===== config.mk =====
export PLATFORM = sky130hd
export DESIGN_NAME = insertion_sorter_rd
export DESIGN_NICKNAME = d
export VERILOG_FILES = /design/src/rtl/insertion_sorter_rd.sv
export SDC_FILE = /design/constraint.sdc
export NUM_CORES = 1
export LEC_CHECK = 0
export ABC_AREA = 1
export BUFFER_PORTS_ARGS = -buffer_cell sky130_fd_sc_hd__buf_2
export CORE_ASPECT_RATIO = 0.8
export CORE_MARGIN = 4
export CORE_UTILIZATION = 50
export DETAILED_ROUTE_END_ITERATION = 8
export PLACE_DENSITY = 0.66
export SLEW_MARGIN = 20
export SYNTH_ARGS = -nofsm -noshare
export SYNTH_HDL_FRONTEND = slang
export SYNTH_SLANG_ARGS = --single-unit
export TNS_END_PERCENT = 10

===== constraint.sdc =====
create_clock -name CLK -period 11.3 [get_ports CLK]
set_input_delay 1.695 -clock CLK [delete_from_list [all_inputs] [get_ports CLK]]
set_output_delay 1.695 -clock CLK [all_outputs]
set_load 0.01 [all_outputs]

===== src/rtl/insertion_sorter_rd.sv =====
// insertion_sorter_rd: systolic insertion sorter with head pop, runtime order mode and sticky overflow
module insertion_sorter_rd #(
    parameter int WID   = 9,
    parameter int DEP   = 11,
    parameter int CNT_W = 8
) (
    input  logic             CLK,
    input  logic             RST,
    input  logic             CLEAR,
    input  logic             VALID,
    input  logic [WID-1:0]   DIN,
    input  logic             MODE,
    input  logic             READ,
    output logic [WID-1:0]   DO,
    output logic             DO_VALID,
    output logic [CNT_W-1:0] N_CELLS,
    output logic             FULL,
    output logic             OVERFLOW
);
    localparam logic [CNT_W-1:0] DEP_C = CNT_W'(DEP);
    localparam logic [CNT_W-1:0] ONE_C = CNT_W'(1);
    logic [WID-1:0]   cell_q [DEP];
    logic [WID-1:0]   cell_d [DEP];
    logic [WID-1:0]   base   [DEP];
    logic [CNT_W-1:0] n_q, n_d, base_n, ins;
    logic             mode_q, mode_d, ovf_q, ovf_d, dv_q, dv_d, full_q, full_d, pop;
    // pop the head first (if any), then insert DIN into what remains
    always_comb begin
        pop = READ && n_q != '0;
        base_n = pop ? n_q - ONE_C : n_q;
        for (int i = 0; i < DEP - 1; i++)
            base[i] = pop ? cell_q[i+1] : cell_q[i];
        base[DEP-1] = pop ? '0 : cell_q[DEP-1];
        ins = DEP_C;
        for (int i = DEP - 1; i >= 0; i--)
            if (CNT_W'(i) >= base_n || (mode_q ? DIN > base[i] : DIN < base[i]))
                ins = CNT_W'(i);
        cell_d[0] = VALID && ins == '0 ? DIN : base[0];
        for (int i = 1; i < DEP; i++)
            cell_d[i] = !VALID || CNT_W'(i) < ins ? base[i] : (CNT_W'(i) == ins ? DIN : base[i-1]);
        n_d = VALID && base_n != DEP_C ? base_n + ONE_C : base_n;
        ovf_d = ovf_q || (VALID && base_n == DEP_C);
        mode_d = n_q == '0 ? MODE : mode_q;
        full_d = n_d == DEP_C;
        dv_d = n_d != '0;
    end
    // state update; reset and clear both empty the list and drop any offered value
    always_ff @(posedge CLK) begin
        if (RST || CLEAR) begin
            for (int i = 0; i < DEP; i++)
                cell_q[i] <= '0;
            n_q    <= '0;
            mode_q <= 1'b0;
            ovf_q  <= 1'b0;
            dv_q   <= 1'b0;
            full_q <= 1'b0;
        end else begin
            cell_q <= cell_d;
            n_q    <= n_d;
            mode_q <= mode_d;
            ovf_q  <= ovf_d;
            dv_q   <= dv_d;
            full_q <= full_d;
        end
    end
    assign DO       = cell_q[0];
    assign DO_VALID = dv_q;
    assign N_CELLS  = n_q;
    assign FULL     = full_q;
    assign OVERFLOW = ovf_q;
endmodule


==> metrics.md, run 1 <==
| Metric | Value |
|---|---|
| Status | complete, no violations |
| Largest net degree at the start of global routing | 87 |
| Post-Route WL | 29900 um |
| H-tree depth | 3 |
| Worst r2r dst | cell_q[46] |
| Simple-gate share of the synthesized area | 0.344 |
| Worst Hold Margin | 465 ps |
| Pwr Density | 200 nW/um^2 |
| Sequential Power Share | 0.221 |
| Post-CTS Setup Inserts | 0 |
| Power share of the clock group | 0.167 |
| Number of global-route vias before repair | 9091 |
| Max Clk Rate | 155 MHz |
| GR Layer Usage met3 | 0.0448 |
| Comb power frac | 0.613 |
| Synth Area in Adders | 0.130 |
| Initial antenna violation count | 0 |
| Initial Util | 0.508 |
| CP Class | in2reg |
| Worst slack, placed | 4560 ps |
| Clock slew seen by the registers of the worst setup and hold paths | 80 ps |
| Post-Syn Instances | 1576 |
| Biggest area consumer among synthesized cells | dfxtp_1 |
| TritonCTS clock tree | built |
| GR Util met1 | 0.370 |
| Filler instances | 2028 |
| DRC viols | 0 |
| Critical R2R Launch | N_CELLS[0] |
| Worst min-delay path class | reg2reg |
| Die X | 166 um |
| Area growth syn-to-layout | 4.79% |
| Vias per inst | 5.43 |
| GPL Wtd Cong | 0.901 |
| Bufs on Longest Clock Path | 2 |
| Dpl cells | 1809 |
| Die H | 135 um |
| Buffers on Ports | 34 |
| Part of the Yosys area used for sequential elements | 0.222 |
| Post-route clock skew | 7.60 ps |
| Total power | 2.10 mW |
| P_int | 1.01 mW |
| Post-CTS Resized | 0 |
| Period Utilization, post-route | 0.570 |
| Non-filler cells in the finished layout | 1825 |
| Nets | 1675 |
| Flops & latches, synth | 111 |
| First-pass DRT Iterations | 5 |
| Worst setup path end | cell_q[46] |
| Post-synth top cells | nand2_1, inv_1, nor2_1 |
| Setup Viol. Count Final | 0 |
| Met2 Usage GRT | 0.429 |
| Core area | 19700 um^2 |
| Main combinational cell family by area after synthesis | simple AND/OR/NAND/NOR gates |
| WP data arrival | 6750 ps |
| CP max stage cell | buf_4 |
| First-pass GRT wire length | 47700 um |
| Sw Ratio | 0.521 |
| Layout cell share with drive strength beyond 1 | 0.0980 |
| Worst reg2reg setup slack | 5250 ps |
| Hold buffer count at CTS | 0 |
| Post-synth cell types | 45 |
| Psw | 1.10 mW |
| Complex-gate fraction of the synthesized area | 0.167 |
| Post-route ant nets | 0 |
| Largest stage delay on the critical path | 780 ps |
| # clock sinks | 111 |
| Final Slew Violations | 0 |
| Mean Syn Cell Area | 6.36 um^2 |
| Post-Synth XOR/XNOR Area | 0.00874 |
| Routed vias | 9903 |
| Worst Setup SP | READ |
| RSZ-0062 raised after global routing | no |
| Gr ovfl total | 0 |
| Worst slew margin | 0.449 |
| Io pins | 35 |
| Ant diodes | 0 |
| Clock root cell | clkbuf_16 |
| Worst Path Required | 11610 ps |
| Hpwl dp | 21000 um |
| Total GRT Usage | 0.263 |
| Ys Warns | 0 |
| Primary FF master, synth | dfxtp_1 |
| Most frequent cell after synthesis | nand2_1 |
| Synth area leaders | dfxtp_1, nand2_1, ha_1, inv_1, nor2_1 |
| Most Crowded Layer GR | met2 |
| Mapped cell area | 10000 um^2 |
| Fin. Hold Viols | 0 |
| Crit. End Element | flip-flop |
| Worst VDD drop | 0.0950 mV |
| Die area | 22400 um^2 |
| FP Rows | 46 |
| Post-synth EDFFs | 0 |
| Syn_nets | 1695 |
| Fin util | 0.532 |
| Final setup margin | 4860 ps |
| Post-synthesis mux area share | 0.00999 |
| Clock Latency Late Sink | 360 ps |
| Synth async-reset ratio | 0 |
| WL/cell | 16.4 um |
| Crit path max fanout | 86 |
| R2r worst-path depth | 29 |
| CTS Buf Count | 9 |
| Minimum clock period | 6440 ps |
| Slew of the pin with the lowest slew margin | 827 ps |
| Design area | 10500 um^2 |
| Initial detailed-routing violation count | 849 |
| Top cell type's share of synthesized area | 0.222 |
| CP startpoint kind | primary input |
| Placed cell areas | 10200 um^2 |
| Max Cap Viol | 0 |
| LEAKAGE | 4.96 nW |
| Sum Neg Setup Slack | 0 ps |
cells by family after synthesis:
| group | Yosys count |
|---|---|
| flops | 111 |
| mux | 10 |
| simple gates | 758 |
| fa+ha+maj | 104 |
| xor+xnor | 10 |
| compound gates | 301 |
| buf+inv | 282 |
routing by layer:
layer  wire length (um)  part of all wire  up-vias
met5                  0                 0        -
met4                451             0.015        0
met3               1870             0.062       29
met2              13500              0.45      253
met1              14100              0.47     4562
li1                   -                 -     5059
worst max-delay path: cells and delay by family:
kind / cells / cell delay, ps
simple gates: 15 / 2780
buf+inv: 6 / 1440
compound gates: 3 / 480
fa+ha+maj: 1 / 300
power groups by stage:
stage / Combinational (mW) / Sequential [mW] / Clock, mW
floorplan: 1.06 / 0.463 / 0
global placement: 1.25 / 0.473 / 0
detailed placement: 1.27 / 0.473 / 0
CTS: 1.28 / 0.464 / 0.356
global route: 1.45 / 0.469 / 0.368
finish: 1.29 / 0.464 / 0.350
cell type report:
cell class / count / area, um^2 / area share
well taps: 264 / 330 / 0.0315
multi-input cells: 1183 / 6620 / 0.630
repair buffers: 40 / 215 / 0.0205
clock inverters: 5 / 65.1 / 0.00620
clock buffers: 11 / 253 / 0.0241
flip-flops and latches: 111 / 2220 / 0.212
inverters: 211 / 797 / 0.0759
state kept, by name, summed over array words and instances (netlist names):
name,flops
OVERFLOW,1
DO_VALID,1
N_CELLS,8
cell_q,90
FULL,1
mode_q,1
DO,9
worst min path at each step:
stage / slack [ps] / end / cells after the start / from
3_5_place_dp: 450 / OVERFLOW / 1 / OVERFLOW
5_1_grt: 490 / OVERFLOW / 1 / OVERFLOW
3_3_place_gp: 440 / OVERFLOW / 1 / OVERFLOW
2_1_floorplan: 510 / OVERFLOW / 1 / OVERFLOW
4_1_cts: 470 / OVERFLOW / 1 / OVERFLOW
6_report: 470 / OVERFLOW / 1 / OVERFLOW
placed cells by master (no fill, tap or decap), types with 6 or more instances in the layout:
| cell | Yosys | layout |
|---|---|---|
| a21oi_1 | 99 | 99 |
| a31oi_1 | 8 | 8 |
| buf_2 | 9 | 34 |
| buf_4 | 14 | 6 |
| clkbuf_16 | 0 | 9 |
| dfxtp_1 | 111 | 111 |
| ha_1 | 104 | 104 |
| inv_1 | 192 | 192 |
| inv_2 | 13 | 13 |
| mux2i_1 | 10 | 10 |
| nand2_1 | 407 | 407 |
| nand2_2 | 17 | 17 |
| nand2_4 | 10 | 10 |
| nand3_1 | 67 | 67 |
| nand3b_1 | 12 | 12 |
| nand4_1 | 24 | 24 |
| nor2_1 | 172 | 171 |
| nor2_8 | 6 | 6 |
| o21a_1 | 9 | 9 |
| o21ai_0 | 125 | 125 |
| o21ai_1 | 36 | 36 |
| o221a_2 | 7 | 7 |
| or2_2 | 17 | 17 |
| xor2_1 | 8 | 8 |
Power figures use the tool's default switching activity.
==> run 2: changes to the inputs <==
--- a/config.mk
+++ b/config.mk
@@ -11,7 +11,7 @@
 export CORE_MARGIN = 4
 export CORE_UTILIZATION = 50
 export DETAILED_ROUTE_END_ITERATION = 8
-export PLACE_DENSITY = 0.66
+export PLACE_DENSITY = 0.69
 export SLEW_MARGIN = 20
 export SYNTH_ARGS = -nofsm -noshare
 export SYNTH_HDL_FRONTEND = slang
==> constraint.sdc (replaced) <==
create_clock -name CLK -period 5.85 [get_ports CLK]
set_input_delay 0.8775 -clock CLK [delete_from_list [all_inputs] [get_ports CLK]]
set_output_delay 0.8775 -clock CLK [all_outputs]
set_load 0.01 [all_outputs]
==> metrics.md, run 2 (same netlist as run 1, synthesis figures left out) <==
| Metric | Value |
|---|---|
| Biggest register | cell_q |
| Final Slew Violations | 0 |
| Most frequent cells in the layout | nand2_1, inv_1, nor2_1, o21ai_0, dfxtp_1 |
| WP data arrival | 5420 ps |
| Hold-critical path endpoint | OVERFLOW |
| Die H | 135 um |
| WL/cell | 16.6 um |
| Post-route clock skew | 11.5 ps |
| Largest stage delay on the critical path | 480 ps |
| Layout cell share with drive strength beyond 1 | 0.103 |
| DRC viols | 0 |
| Worst min-delay path class | reg2reg |
| Clock slew seen by the registers of the worst setup and hold paths | 80 ps |
| Max reg flops | 90 |
| Initial Util | 0.508 |
| Routed vias | 10141 |
| Design area | 10600 um^2 |
| Worst reg2reg setup slack | 700 ps |
| Crit path max fanout | 68 |
| Pwr Density | 386 nW/um^2 |
| Period Utilization, post-route | 0.880 |
| Max Clk Rate | 194 MHz |
| Core area | 19700 um^2 |
| Fin. Hold Viols | 0 |
| Clock Latency Late Sink | 370 ps |
| H-tree depth | 3 |
| RSZ-0062 raised after global routing | no |
| Post-CTS Setup Inserts | 0 |
| Worst slew margin | 0.290 |
| Status | complete, no violations |
| Crit. End Element | flip-flop |
| Buffers on Ports | 34 |
| GPL Wtd Cong | 0.879 |
| CP Class | reg2reg |
| Slew of the pin with the lowest slew margin | 1060 ps |
| Post-CTS Resized | 0 |
| Minimum clock period | 5150 ps |
| Hpwl dp | 21600 um |
| Critical R2R Launch | N_CELLS[1] |
| Hold path start | OVERFLOW |
| Worst r2r dst | cell_q[0] |
| Clock root cell | clkbuf_16 |
| Max Cap Viol | 0 |
| Hold buffer count at CTS | 0 |
| Die area | 22400 um^2 |
| First-pass GRT wire length | 48900 um |
| FP Rows | 46 |
| Die X | 166 um |
| Largest net degree at the start of global routing | 69 |
| CTS Buf Count | 9 |
| Gr ovfl total | 0 |
| Ant diodes | 0 |
| Post-route ant nets | 0 |
| Sum Neg Setup Slack | 0 ps |
| Area growth syn-to-layout | 5.49% |
| TritonCTS clock tree | built |
| First-pass DRT Iterations | 6 |
| Total GRT Usage | 0.269 |
| Number of global-route vias before repair | 9312 |
| Vias per inst | 5.53 |
| Nets | 1683 |
| LEAKAGE | 5.00 nW |
| Io pins | 35 |
| Hold path cells | 1 |
| Bufs on Longest Clock Path | 2 |
| Post-Route WL | 30400 um |
| CP max stage cell | o21ai_0 |
| Initial detailed-routing violation count | 996 |
| Leading cell type in the layout, fill and taps excluded | nand2_1 |
| CP startpoint kind | flip-flop |
| # clock sinks | 111 |
| Worst Path Required | 6120 ps |
| Initial antenna violation count | 0 |
| Placed cell areas | 10300 um^2 |
| Worst VDD drop | 0.212 mV |
| R2r worst-path depth | 26 |
| Setup Viol. Count Final | 0 |
-- run 2: cell types whose count changed in the layout (fill, tap and decap cells not counted), sizes merged --
cell,before,now
clkinvlp,2,0
buf,40,48
clkinv,5,7
inv,208,210
clkbuf,11,9
-- run 2: through the flow --
stage,power [mW],utilization,cells,hold slack [ps],setup slack (ps)
after detailed placement,3.39,0.520,1817,455,644
after CTS,4.06,0.535,1833,472,636
after global placement,3.36,0.520,1817,442,717
after global routing,4.44,0.535,1833,486,173
after floorplan,2.94,-,1576,509,1520
final,4.08,0.535,1833,466,702
-- run 2: routing by layer --
layer / share of wire / global-route usage / routed length (um) / up-vias
met3: 0.079 / 0.0512 / 2400 / 47
met5: 0 / 0 / 0 / -
met2: 0.44 / 0.433 / 13400 / 339
li1: - / - / - / 5071
met4: 0.017 / 0.0645 / 528 / 0
met1: 0.46 / 0.377 / 14000 / 4684
-- run 2: area by class of cell --
| cell class | instances | area [um^2] |
|---|---|---|
| Clock buffer | 9 | 225 |
| Sequential cell | 111 | 2220 |
| Timing Repair Buffer | 48 | 288 |
| Multi-Input combinational cell | 1183 | 6630 |
| Fill cell | 2028 | 9170 |
| Clock inverter | 7 | 78.8 |
| Tap cell | 264 | 330 |
| Inverter | 211 | 797 |
-- run 2: worst max-delay path: cells and delay by family (launching register included) --
family	cells	cell delay, ps
AOI/OAI and AO/OA	7	1580
buffers and inverters	5	590
and+or+nand+nor	12	1850
DFF	1	440
adders and majority gates	2	520
-- run 2: how the worst max path moves through the flow --
| stage | cells past startpoint | slack [ps] | endpoint | from |
|---|---|---|---|---|
| final | 26 | 700 | cell_q[0] | N_CELLS[1] |
| after global routing | 34 | 170 | cell_q[0] | N_CELLS[0] |
| after CTS | 31 | 640 | cell_q[14] | N_CELLS[0] |
| after detailed placement | 27 | 640 | cell_q[14] | READ |
| after global placement | 27 | 720 | cell_q[12] | READ |
| after floorplan | 33 | 1520 | cell_q[26] | N_CELLS[0] |
-- run 2: power breakdown --
part	internal, mW	switching [mW]
Sequential	0.839	0.0607
Combinational	0.778	1.74
Clock	0.339	0.325
Total	1.96	2.13
